### src/rtl/sp_sram_dma_arbiter.sv
// sp_sram_dma_arbiter: single-port SRAM arbiter with a block-copy DMA.
// CTL always owns the port when it asks; DMA fills the idle cycles.
module sp_sram_dma_arbiter #(
  parameter int ADDR_W = 16,
  parameter int DATA_W = 32
) (
  input  logic              clk,
  input  logic              reset,
  input  logic              ctl_sram_EN,
  input  logic              ctl_sram_WE,
  input  logic [ADDR_W-1:0] ctl_sram_ADDR,
  input  logic [DATA_W-1:0] ctl_sram_DI,
  output logic [DATA_W-1:0] ctl_sram_DO,
  input  logic              dma_start,
  input  logic [ADDR_W-1:0] dma_src,
  input  logic [ADDR_W-1:0] dma_dst,
  input  logic [ADDR_W-1:0] dma_len,
  output logic              dma_busy,
  output logic              dma_done,
  output logic              sram_EN,
  output logic              sram_WE,
  output logic [ADDR_W-1:0] sram_ADDR,
  output logic [DATA_W-1:0] sram_DI,
  input  logic [DATA_W-1:0] sram_DO
);

  typedef enum logic [1:0] {
    IDLE,
    RD,
    CAP,
    WR
  } state_t;

  state_t              state;
  logic [ADDR_W-1:0]   src;
  logic [ADDR_W-1:0]   dst;
  logic [ADDR_W-1:0]   len;
  logic [ADDR_W-1:0]   idx;
  logic [DATA_W-1:0]   data_buf;
  logic                grant;
  logic                last;

  assign ctl_sram_DO = sram_DO;
  assign grant       = ~ctl_sram_EN;
  assign last        = (idx == len - ADDR_W'(1));

  // Port mux: CTL first, then a pending DMA read/write, else all zero.
  always_comb begin
    sram_EN   = 1'b0;
    sram_WE   = 1'b0;
    sram_ADDR = '0;
    sram_DI   = '0;
    if (ctl_sram_EN) begin
      sram_EN   = 1'b1;
      sram_WE   = ctl_sram_WE;
      sram_ADDR = ctl_sram_ADDR;
      sram_DI   = ctl_sram_DI;
    end else if (state == RD) begin
      sram_EN   = 1'b1;
      sram_ADDR = src + idx;
    end else if (state == WR) begin
      sram_EN   = 1'b1;
      sram_WE   = 1'b1;
      sram_ADDR = dst + idx;
      sram_DI   = data_buf;
    end
  end

  // Copy engine: read word, capture it, write it, repeat until len words.
  always_ff @(posedge clk) begin
    if (reset) begin
      state    <= IDLE;
      src      <= '0;
      dst      <= '0;
      len      <= '0;
      idx      <= '0;
      data_buf <= '0;
      dma_busy <= 1'b0;
      dma_done <= 1'b0;
    end else begin
      dma_done <= 1'b0;
      case (state)
        IDLE: begin
          if (dma_start) begin
            src <= dma_src;
            dst <= dma_dst;
            len <= dma_len;
            idx <= '0;
            if (dma_len == '0) begin
              dma_done <= 1'b1;
            end else begin
              state    <= RD;
              dma_busy <= 1'b1;
            end
          end
        end
        RD: begin
          if (grant) begin
            state <= CAP;
          end
        end
        CAP: begin
          // Read data shows up one cycle after the granted read.
          data_buf <= sram_DO;
          state    <= WR;
        end
        WR: begin
          if (grant) begin
            if (last) begin
              state    <= IDLE;
              dma_busy <= 1'b0;
              dma_done <= 1'b1;
            end else begin
              idx   <= idx + ADDR_W'(1);
              state <= RD;
            end
          end
        end
        default: state <= IDLE;
      endcase
    end
  end

endmodule

### config.mk
export PLATFORM = sky130hd
export DESIGN_NAME = sp_sram_dma_arbiter
export DESIGN_NICKNAME = d
export VERILOG_FILES = /design/src/rtl/sp_sram_dma_arbiter.sv
export SDC_FILE = /design/constraint.sdc
export NUM_CORES = 1
export LEC_CHECK = 0
export ABC_AREA = 1
export BUFFER_PORTS_ARGS = -buffer_cell sky130_fd_sc_hd__buf_2
export CAP_MARGIN = 25
export CORE_UTILIZATION = 56
export DETAILED_ROUTE_END_ITERATION = 8
export GPL_ROUTABILITY_DRIVEN = 0
export PLACE_DENSITY = 0.92
export SLEW_MARGIN = 20
export SYNTH_ARGS = -nofsm -noshare
export SYNTH_HDL_FRONTEND = slang
export SYNTH_SLANG_ARGS = --single-unit
export TNS_END_PERCENT = 50
### constraint.sdc
create_clock -name clk -period 4.9 [get_ports clk]
set_clock_uncertainty 0.2 [all_clocks]
set_input_delay 0.49 -clock clk [delete_from_list [all_inputs] [get_ports clk]]
set_output_delay 0.49 -clock clk [all_outputs]
set_load 0.005 [all_outputs]
# After elaboration in Yosys (flattened, before gate mapping)
# Index checks and enable logic that the tools add are counted.
dict set report word_totals {
  register_bits 100
  input_bits 133
  elab_cells 60
  output_inout_bits 84
}
dict set report classes {
  mux 31
  eq_ne 10
  reduce_logical 7
  add_sub_neg 4
}
# operator count
set op_table {}
lappend op_table {{two-way mux 16 bit} 6}
lappend op_table {{two-way mux 32 bit} 3}
lappend op_table {{adder 16 bit} 2}
lappend op_table {{one-hot mux 16 bit (2 select lines)} 1}
lappend op_table {{adder 16 x 1 -> 16 bit, second input constant} 1}
lappend op_table {{equality test 16 bit} 1}
lappend op_table {{logical NOT 16 bit} 1}
lappend op_table {{subtractor 16 x 1 -> 16 bit, second input constant} 1}
lappend op_table {{two-way mux 1 bit} 14}
lappend op_table {{!= test 2 bit, second input constant} 6}
lappend op_table {{two-way mux 2 bit} 4}
lappend op_table {{one-hot mux 2 bit (4 select lines)} 1}
lappend op_table {{AND reduction 4 bit} 2}
lappend op_table {{AND reduction 5 bit} 1}
lappend op_table {{equality test 2 bit, second input constant} 2}
lappend op_table {{one-hot mux 1 bit (2 select lines)} 2}
lappend op_table {{equality test 2 x 1 -> 1 bit, second input constant} 1}
lappend op_table {{logical NOT 2 bit} 1}
lappend op_table {{AND reduction 2 bit} 1}
lappend op_table {{nonzero test 2 bit} 1}

# Logic depth before layout (Yosys ltp)
# Gate-level depths: netlist of run 1.
dict set report depth {
  word_depth 5
  mapped_depth 19
  ltp_nobuf 19
}

# Least setup slack after synthesis of run 1
# Ideal clock, no wire load.
dict set report synth_timing {
  path_type {reg2out}
  from {register idx[0]}
  to {output sram_ADDR[12]}
  arrival_ns 1.979
  n_path_buf 0
  stages_incl_launch_ff 19
  t_required_ns 4.210
  path_slack_ns 2.231
  path_cell_list {dfxtp_1 -> ha_1 -> inv_1 -> fa_1 -> inv_1 -> nand2_1 -> nand2_1 -> nand2_1 -> nand2_1 -> a21oi_1 -> inv_1 -> nand2_1 -> nand2_1 -> nand3_1 -> nand3_1 -> nand3_1 -> nand2_1 -> nand2_1 -> nand2_1}
}
dict set report synth_via {
  elab_chain_cells 4
  word_cells_on_any_way 5
  classes_between {2 x add/sub; 3 x mux}
}
# item line_no
set synth_rtl {}
lappend synth_rtl {{from (decl)} 38} ;# logic [ADDR_W-1:0] idx;
lappend synth_rtl {{from (signal assigned)} 114} ;# idx <= idx + ADDR_W'(1);
lappend synth_rtl {{adder 16 bit} 64} ;# sram_ADDR = dst + idx;
lappend synth_rtl {{two-way mux 16 bit} 61} ;# end else if (state == WR) begin
lappend synth_rtl {{two-way mux 16 bit *} 58} ;# end else if (state == RD) begin
lappend synth_rtl {{two-way mux 16 bit *} 53} ;# if (ctl_sram_EN) begin
lappend synth_rtl {{to (decl)} 22} ;# output logic [ADDR_W-1:0] sram_ADDR,
# Mark *: on every way between the ends. The rest lies on a longest branch, timed or not.

# Worst setup path in the final report of run 1
dict set report layout_timing {
  from {register state[0]}
  to {output sram_ADDR[8]}
}
dict set report layout_via {
  elab_chain_cells 4
  word_cells_on_any_way 5
  classes_between {2 x eq/ne; 3 x mux}
}
# item line_no
set layout_rtl {}
lappend layout_rtl {{from (decl)} 34} ;# state_t state;
lappend layout_rtl {{from (signal assigned)} 72} ;# state <= IDLE;
lappend layout_rtl {{from (signal assigned)} 92} ;# state <= RD;
lappend layout_rtl {{from (signal assigned)} 99} ;# state <= CAP;
lappend layout_rtl {{equality test 2 bit} 61}
lappend layout_rtl {{two-way mux 16 bit} 61}
lappend layout_rtl {{two-way mux 16 bit *} 58}
lappend layout_rtl {{two-way mux 16 bit *} 53}
# Marked as above.

==> results of run 1 <==
-- metrics by stage --
step | total power, W | worst slack, ps | area [um^2] | util (%)
2_1_floorplan | 0.00228 | 2230 | 7110 | -
3_3_place_gp | 0.00261 | 1820 | 8010 | 65.6
3_5_place_dp | 0.00267 | 1720 | 8040 | 65.9
4_1_cts | 0.00340 | 1310 | 8340 | 68.3
5_1_grt | 0.00367 | 1020 | 8360 | 68.4
6_report | 0.00342 | 1280 | 8360 | 68.4
-- cell families after synthesis --
| family | synth area share [%] |
|---|---|
| simple gates | 35.8 |
| compound gates | 15.6 |
| buf+inv | 9.67 |
| flops | 28.1 |
| fa+ha+maj | 7.07 |
| xor+xnor | 3.69 |
-- layout by cell type, fill, tap and decap left out, drive strengths merged, types with 11 or more instances in the layout --
cell type	n
nand2	234
buf	223
nor2	210
o21ai	113
nand3	102
dfxtp	100
a21oi	68
inv	66
ha	37
xor2	19
xnor2	11
-- state kept, by name, indices dropped and copies added, names as in the netlist --
register and count:
len 16, data_buf 32, dst 16, dma_busy 1, state 2, dma_done 1
idx 16, src 16
-- final timing paths --
kind	start	endpoint	slack [ps]	cells after the start
worst max-delay path	state[0]	sram_ADDR[8]	1280	7
worst min-delay path	sram_DO[9]	data_buf[9]	170	3
worst min register to register	dma_busy	dma_busy	260	2
worst max register to register	state[0]	idx[15]	1950	6
-- power by group through the flow --
stage	Sequential [W]	Clock, W	Combinational [W]
floorplan	0.00114	0	0.00114
global placement	0.00119	0	0.00142
detailed placement	0.00119	0	0.00148
CTS	0.00118	0.000726	0.00149
global route	0.00121	0.000752	0.00171
finish	0.00119	0.000718	0.00152
-- critical path: stages (launching register included) --
cell and delay, ps:
dfxtp_1 410, ha_1 340, clkinv_1 520, nor2_4 560, a21boi_0 220, o21ai_0 130
a31oi_1 230, buf_2 150
-- area by class of cell --
type,instances,area (um^2)
Antenna cell,1,2.50
Clock buffer,10,239
Clock inverter,6,55.1
Fill cell,1110,3860
Inverter,67,251
Multi-Input combinational cell,871,4430
Sequential cell,100,2000
Tap cell,168,210
Timing Repair Buffer,223,1160
-- per-layer routing --
metal / GRT usage (%) / routed length (um)
met1: 39.6 / 8810
met4: 15.8 / 952
met5: 0 / 0
met2: 56.9 / 10200
met3: 9.37 / 2180
==> results.py, run 1 <==
metrics = {
    "cts": {
        "cts_tree": "yes",
        "cts_resized": 0,
        "cts_hold_buf": 0,
        "root_buffer": "clkbuf_16",
        "htreeDepth": 3,
        "insertion_delay_ps": 360,
        "cts.sinks": 100,
        "cts_buffers": 9,
        "cts_setup_buffers": 0,
        "cts_buffer_depth": 2,
        "clk_pin_slew_ps": 70,
    },
    "pwr": {
        "seq_power_share_pct": 34.7,
        "power_switching_share_pct": 43.8,
        "p_leak_nw": 4.17,
        "p_per_area_nw_per_um2": 409,
        "power_frac_clock_pct": 21.0,
        "p_sw_w": 0.00150,
        "peakVddDrop_uv": 262,
        "power_frac_comb_pct": 44.4,
        "p_int_w": 0.00192,
    },
    "timing": {
        "max_slew.worst_pin.slew_ps": 1010,
        "slew_headroom_pct": 32.8,
        "rsz0062_at_grt": "no",
        "whs_ps": 166,
        "final-max-slew-violation-count": 0,
        "post-route-period-util_pct": 73.8,
        "max_freq_mhz": 277,
        "fin_crit_ps": 3620,
        "finalSetupViolations": 0,
        "finalHoldViolCount": 0,
        "fin_tns_setup_ps": 0,
    },
    "finish": {
        "final_nets": 1444,
        "area_growth_pct": 17.5,
        "instances_no_fill": 1446,
        "drive_gt1_share_pct": 21.2,
    },
    "route": {
        "drtIter0Drc": 713,
        "antenna_left": 0,
        "via_per_inst": 5.59,
        "drc_errors": 0,
        "drtPass1Iterations": 6,
        "drt-total-wl_mm": 22.1,
        "via_count": 8088,
        "routedWlPerCell_um": 15.3,
    },
    "yosys": {
        "yosys-top-cells-area": "dfxtp_1, nand2_1, nor2_1, o21ai_0, nand3_1",
        "yosys_register_bits": 100,
        "synth_seq_area_share_pct": 28.1,
        "ys.flop_type": "dfxtp_1",
        "syn_inst": 1119,
        "yosysMostFrequentCell": "nand2_1",
        "synth_top_area_share_pct": 28.1,
        "yosysTopAreaCell": "dfxtp_1",
        "syn_area_per_cell_um2": 6.36,
        "async_flop_share_pct": 0,
        "yosysUniqueCellTypes": 44,
        "synth-warning-count": 0,
        "syn_area_um2": 7110,
        "syn_nets": 1291,
        "synth_edf_count": 0,
        "synth_top_cells_by_count": "nand2_1, nor2_1, o21ai_0, dfxtp_1, nand3_1",
    },
    "floorplanning": {
        "pin_count": 217,
        "start_util_pct": 58.2,
        "die_height_um": 115,
        "dieArea_um2": 13200,
        "coreArea_um2": 12200,
        "die_x_um": 115,
        "row_count": 40,
    },
    "critical_path": {
        "path_class": "flip-flop to primary output",
        "cp.required_ps": 4210,
        "cp_data_arrival_time_ps": 2930,
        "crit_fanout": 19,
        "cp-start-kind": "flip-flop",
        "endpoint_kind": "primary output",
    },
    "grt": {
        "first_global_vias": 7334,
        "track_usage_pct": 33.7,
        "grt_max_degree": 61,
        "antenna_found_initial": 1,
        "grt_pass1_wl_mm": 34.8,
        "gr-total-overflow": 0,
    },
    "min_path": {
        "hp-class": "input pin to flip-flop",
    },
    "placement": {
        "dp_hpwl_mm": 16.4,
        "dp_cells": 1428,
        "portBuffers": 216,
    },
    "run": {
        "max_cap_viol_count": 0,
    },
    "run_status": {
        "status": "completed",
    },
}
No activity file was read; power rests on OpenSTA's default activity.
==> run 2: changes to the inputs <==
- CORE_UTILIZATION: 56 -> 48
- PLACE_DENSITY: 0.92 -> 0.84
- clock period: 4.9 -> 3 ns (I/O delays scaled with it)
==> results.py, run 2 (synthesis gave the netlist of run 1 again) <==
metrics = {
    "critical_path": {
        "cp_data_arrival_time_ps": 2470,
        "cp.required_ps": 2500,
        "r2r_start": "len[0]",
        "slowest_delay_ps": 380,
        "crit_start": "idx[0]",
        "cp-start-kind": "flip-flop",
        "cp_common_cell": "nand2_1",
        "cp_cell_sequence": "ha_4, fa_2, nand2_2, nand2_1, nand2_1, nand2_2, a21oi_4, inv_2, nand2_2, nand2_2, nand3_2, nand2_1, nand2_1, nand3_2, nand2_1, nand2_1, nand2_1, buf_2",
        "slowest_stage": "fa_2",
        "endpoint_kind": "primary output",
        "cp_top_family": "simple AND/OR/NAND/NOR gates",
        "path_class": "flip-flop to primary output",
        "crit_fanout": 6,
        "cp_num_buf_inv": 2,
    },
    "pwr": {
        "peakVddDrop_uv": 349,
        "p_per_area_nw_per_um2": 645,
        "p_int_w": 0.00330,
        "power_frac_clock_pct": 21.7,
        "power_switching_share_pct": 42.6,
        "power_frac_comb_pct": 44.7,
        "p_leak_nw": 4.39,
        "p_sw_w": 0.00245,
        "seq_power_share_pct": 33.6,
    },
    "grt": {
        "gr-total-overflow": 0,
        "antenna_found_initial": 4,
        "track_usage_pct": 29.5,
        "grt_max_degree": 60,
        "first_global_vias": 7227,
        "grt_pass1_wl_mm": 34.9,
    },
    "route": {
        "drc_errors": 0,
        "drt-total-wl_mm": 23.3,
        "via_count": 8264,
        "drtPass1Iterations": 5,
        "antenna_left": 0,
        "routedWlPerCell_um": 15.5,
        "drtIter0Drc": 531,
        "via_per_inst": 5.49,
    },
    "finish": {
        "regMostFlops": "data_buf",
        "area_growth_pct": 25.4,
        "utilization_pct": 61.6,
        "mostFrequentLayoutCells": "nand2_1, buf_2, nor2_1",
        "largest_reg_flops": 32,
        "final_common_cell": "nand2_1",
        "drive_gt1_share_pct": 24.5,
        "final_nets": 1487,
    },
    "timing": {
        "finalHoldViolCount": 0,
        "fin_crit_ps": 2970,
        "max_slew.worst_pin.slew_ps": 1010,
        "finalSetupViolations": 0,
        "post-route-period-util_pct": 99.2,
        "max_freq_mhz": 336,
        "rsz0062_at_grt": "yes",
        "final-max-slew-violation-count": 0,
        "setup_ws_ps": 25.2,
        "slew_headroom_pct": 33.0,
    },
    "cts": {
        "cts_tree": "yes",
        "cts_buffers": 9,
        "cts_buffer_depth": 2,
        "clk_pin_slew_ps": 70,
        "htreeDepth": 3,
        "root_buffer": "clkbuf_16",
        "cts.sinks": 100,
        "insertion_delay_ps": 350,
    },
    "floorplanning": {
        "coreArea_um2": 14500,
        "dieArea_um2": 15300,
        "row_count": 44,
        "pin_count": 217,
        "die_height_um": 124,
        "die_x_um": 124,
        "start_util_pct": 49.1,
    },
    "min_path": {
        "hold_start": "sram_DO[17]",
        "hp-class": "input pin to flip-flop",
    },
    "placement": {
        "pre_cts_ws_ps": 236,
        "dp_hpwl_mm": 17.0,
        "portBuffers": 216,
    },
    "run_status": {
        "status": "completed",
    },
    "run": {
        "max_cap_viol_count": 0,
    },
}
-- run 2: changes by cell type in the layout (fill, tap and decap cells not counted), sizes merged --
cell / delta
dlygate4sd3: +24
clkinvlp: -2
clkinv: -1
bufinv: +1
clkbuf: +2
buf: +19
-- run 2: timing repair --
action / CTS / global route
hold buffers: 24 / 0
hold endpoints to repair: 24 / 0
resized for setup: 10 / 37
setup endpoints to repair: 6 / 10
pin swaps: 0 / 12
setup buffers: 0 / 4
-- run 2: path summary, 6_finish.rpt --
kind                   endpoint  slack, ps  depth (start not counted)
setup / recovery  sram_ADDR[12]         30                         18
hold / removal     data_buf[17]          9                          3
hold reg to reg        dma_busy        260                          2
setup reg to reg         idx[3]        230                         13
-- run 2: through the flow --
| stage | power [W] | TNS [ps] | instances | hold slack (ps) | cell area (um^2) |
|---|---|---|---|---|---|
| after floorplan | 0.00373 | 0 | 1119 | 235 | 7110 |
| after global placement | 0.00431 | 0 | 1460 | 255 | 8190 |
| after detailed placement | 0.00438 | 0 | 1460 | 260 | 8190 |
| after CTS | 0.00568 | 0 | 1500 | 0.512 | 8770 |
| after global routing | 0.00615 | -528 | 1505 | 10.6 | 8920 |
| final | 0.00575 | 0 | 1505 | 9.28 | 8920 |
-- run 2: layout make-up --
type / count / area [um^2]
Antenna cell: 1 / 2.50
Clock buffer: 12 / 267
Clock inverter: 4 / 52.6
Fill cell: 1307 / 5560
Inverter: 67 / 251
Multi-Input combinational cell: 871 / 4560
Sequential cell: 100 / 2020
Tap cell: 184 / 230
Timing Repair Buffer: 266 / 1540
-- run 2: worst min-delay path, delay by kind of cell --
kind | cells | cell delay (ps)
simple gates | 2 | 120
buf+inv | 1 | 100
-- run 2: routing by layer --
| layer | up-vias | track usage, % | share of wire, % |
|---|---|---|---|
| li1 | 4050 | - | - |
| met1 | 3727 | 35.4 | 39 |
| met2 | 419 | 50.2 | 48 |
| met3 | 62 | 6.73 | 9.1 |
| met4 | 6 | 12.8 | 3.3 |
| met5 | - | 0 | 0.15 |
-- run 2: power groups by stage --
stage / clock [W] / sequential (W) / combinational [W]
2_1_floorplan: 0 / 0.00187 / 0.00186
3_3_place_gp: 0 / 0.00193 / 0.00239
3_5_place_dp: 0 / 0.00194 / 0.00245
4_1_cts: 0.00127 / 0.00192 / 0.00249
5_1_grt: 0.00131 / 0.00197 / 0.00287
6_report: 0.00125 / 0.00193 / 0.00257
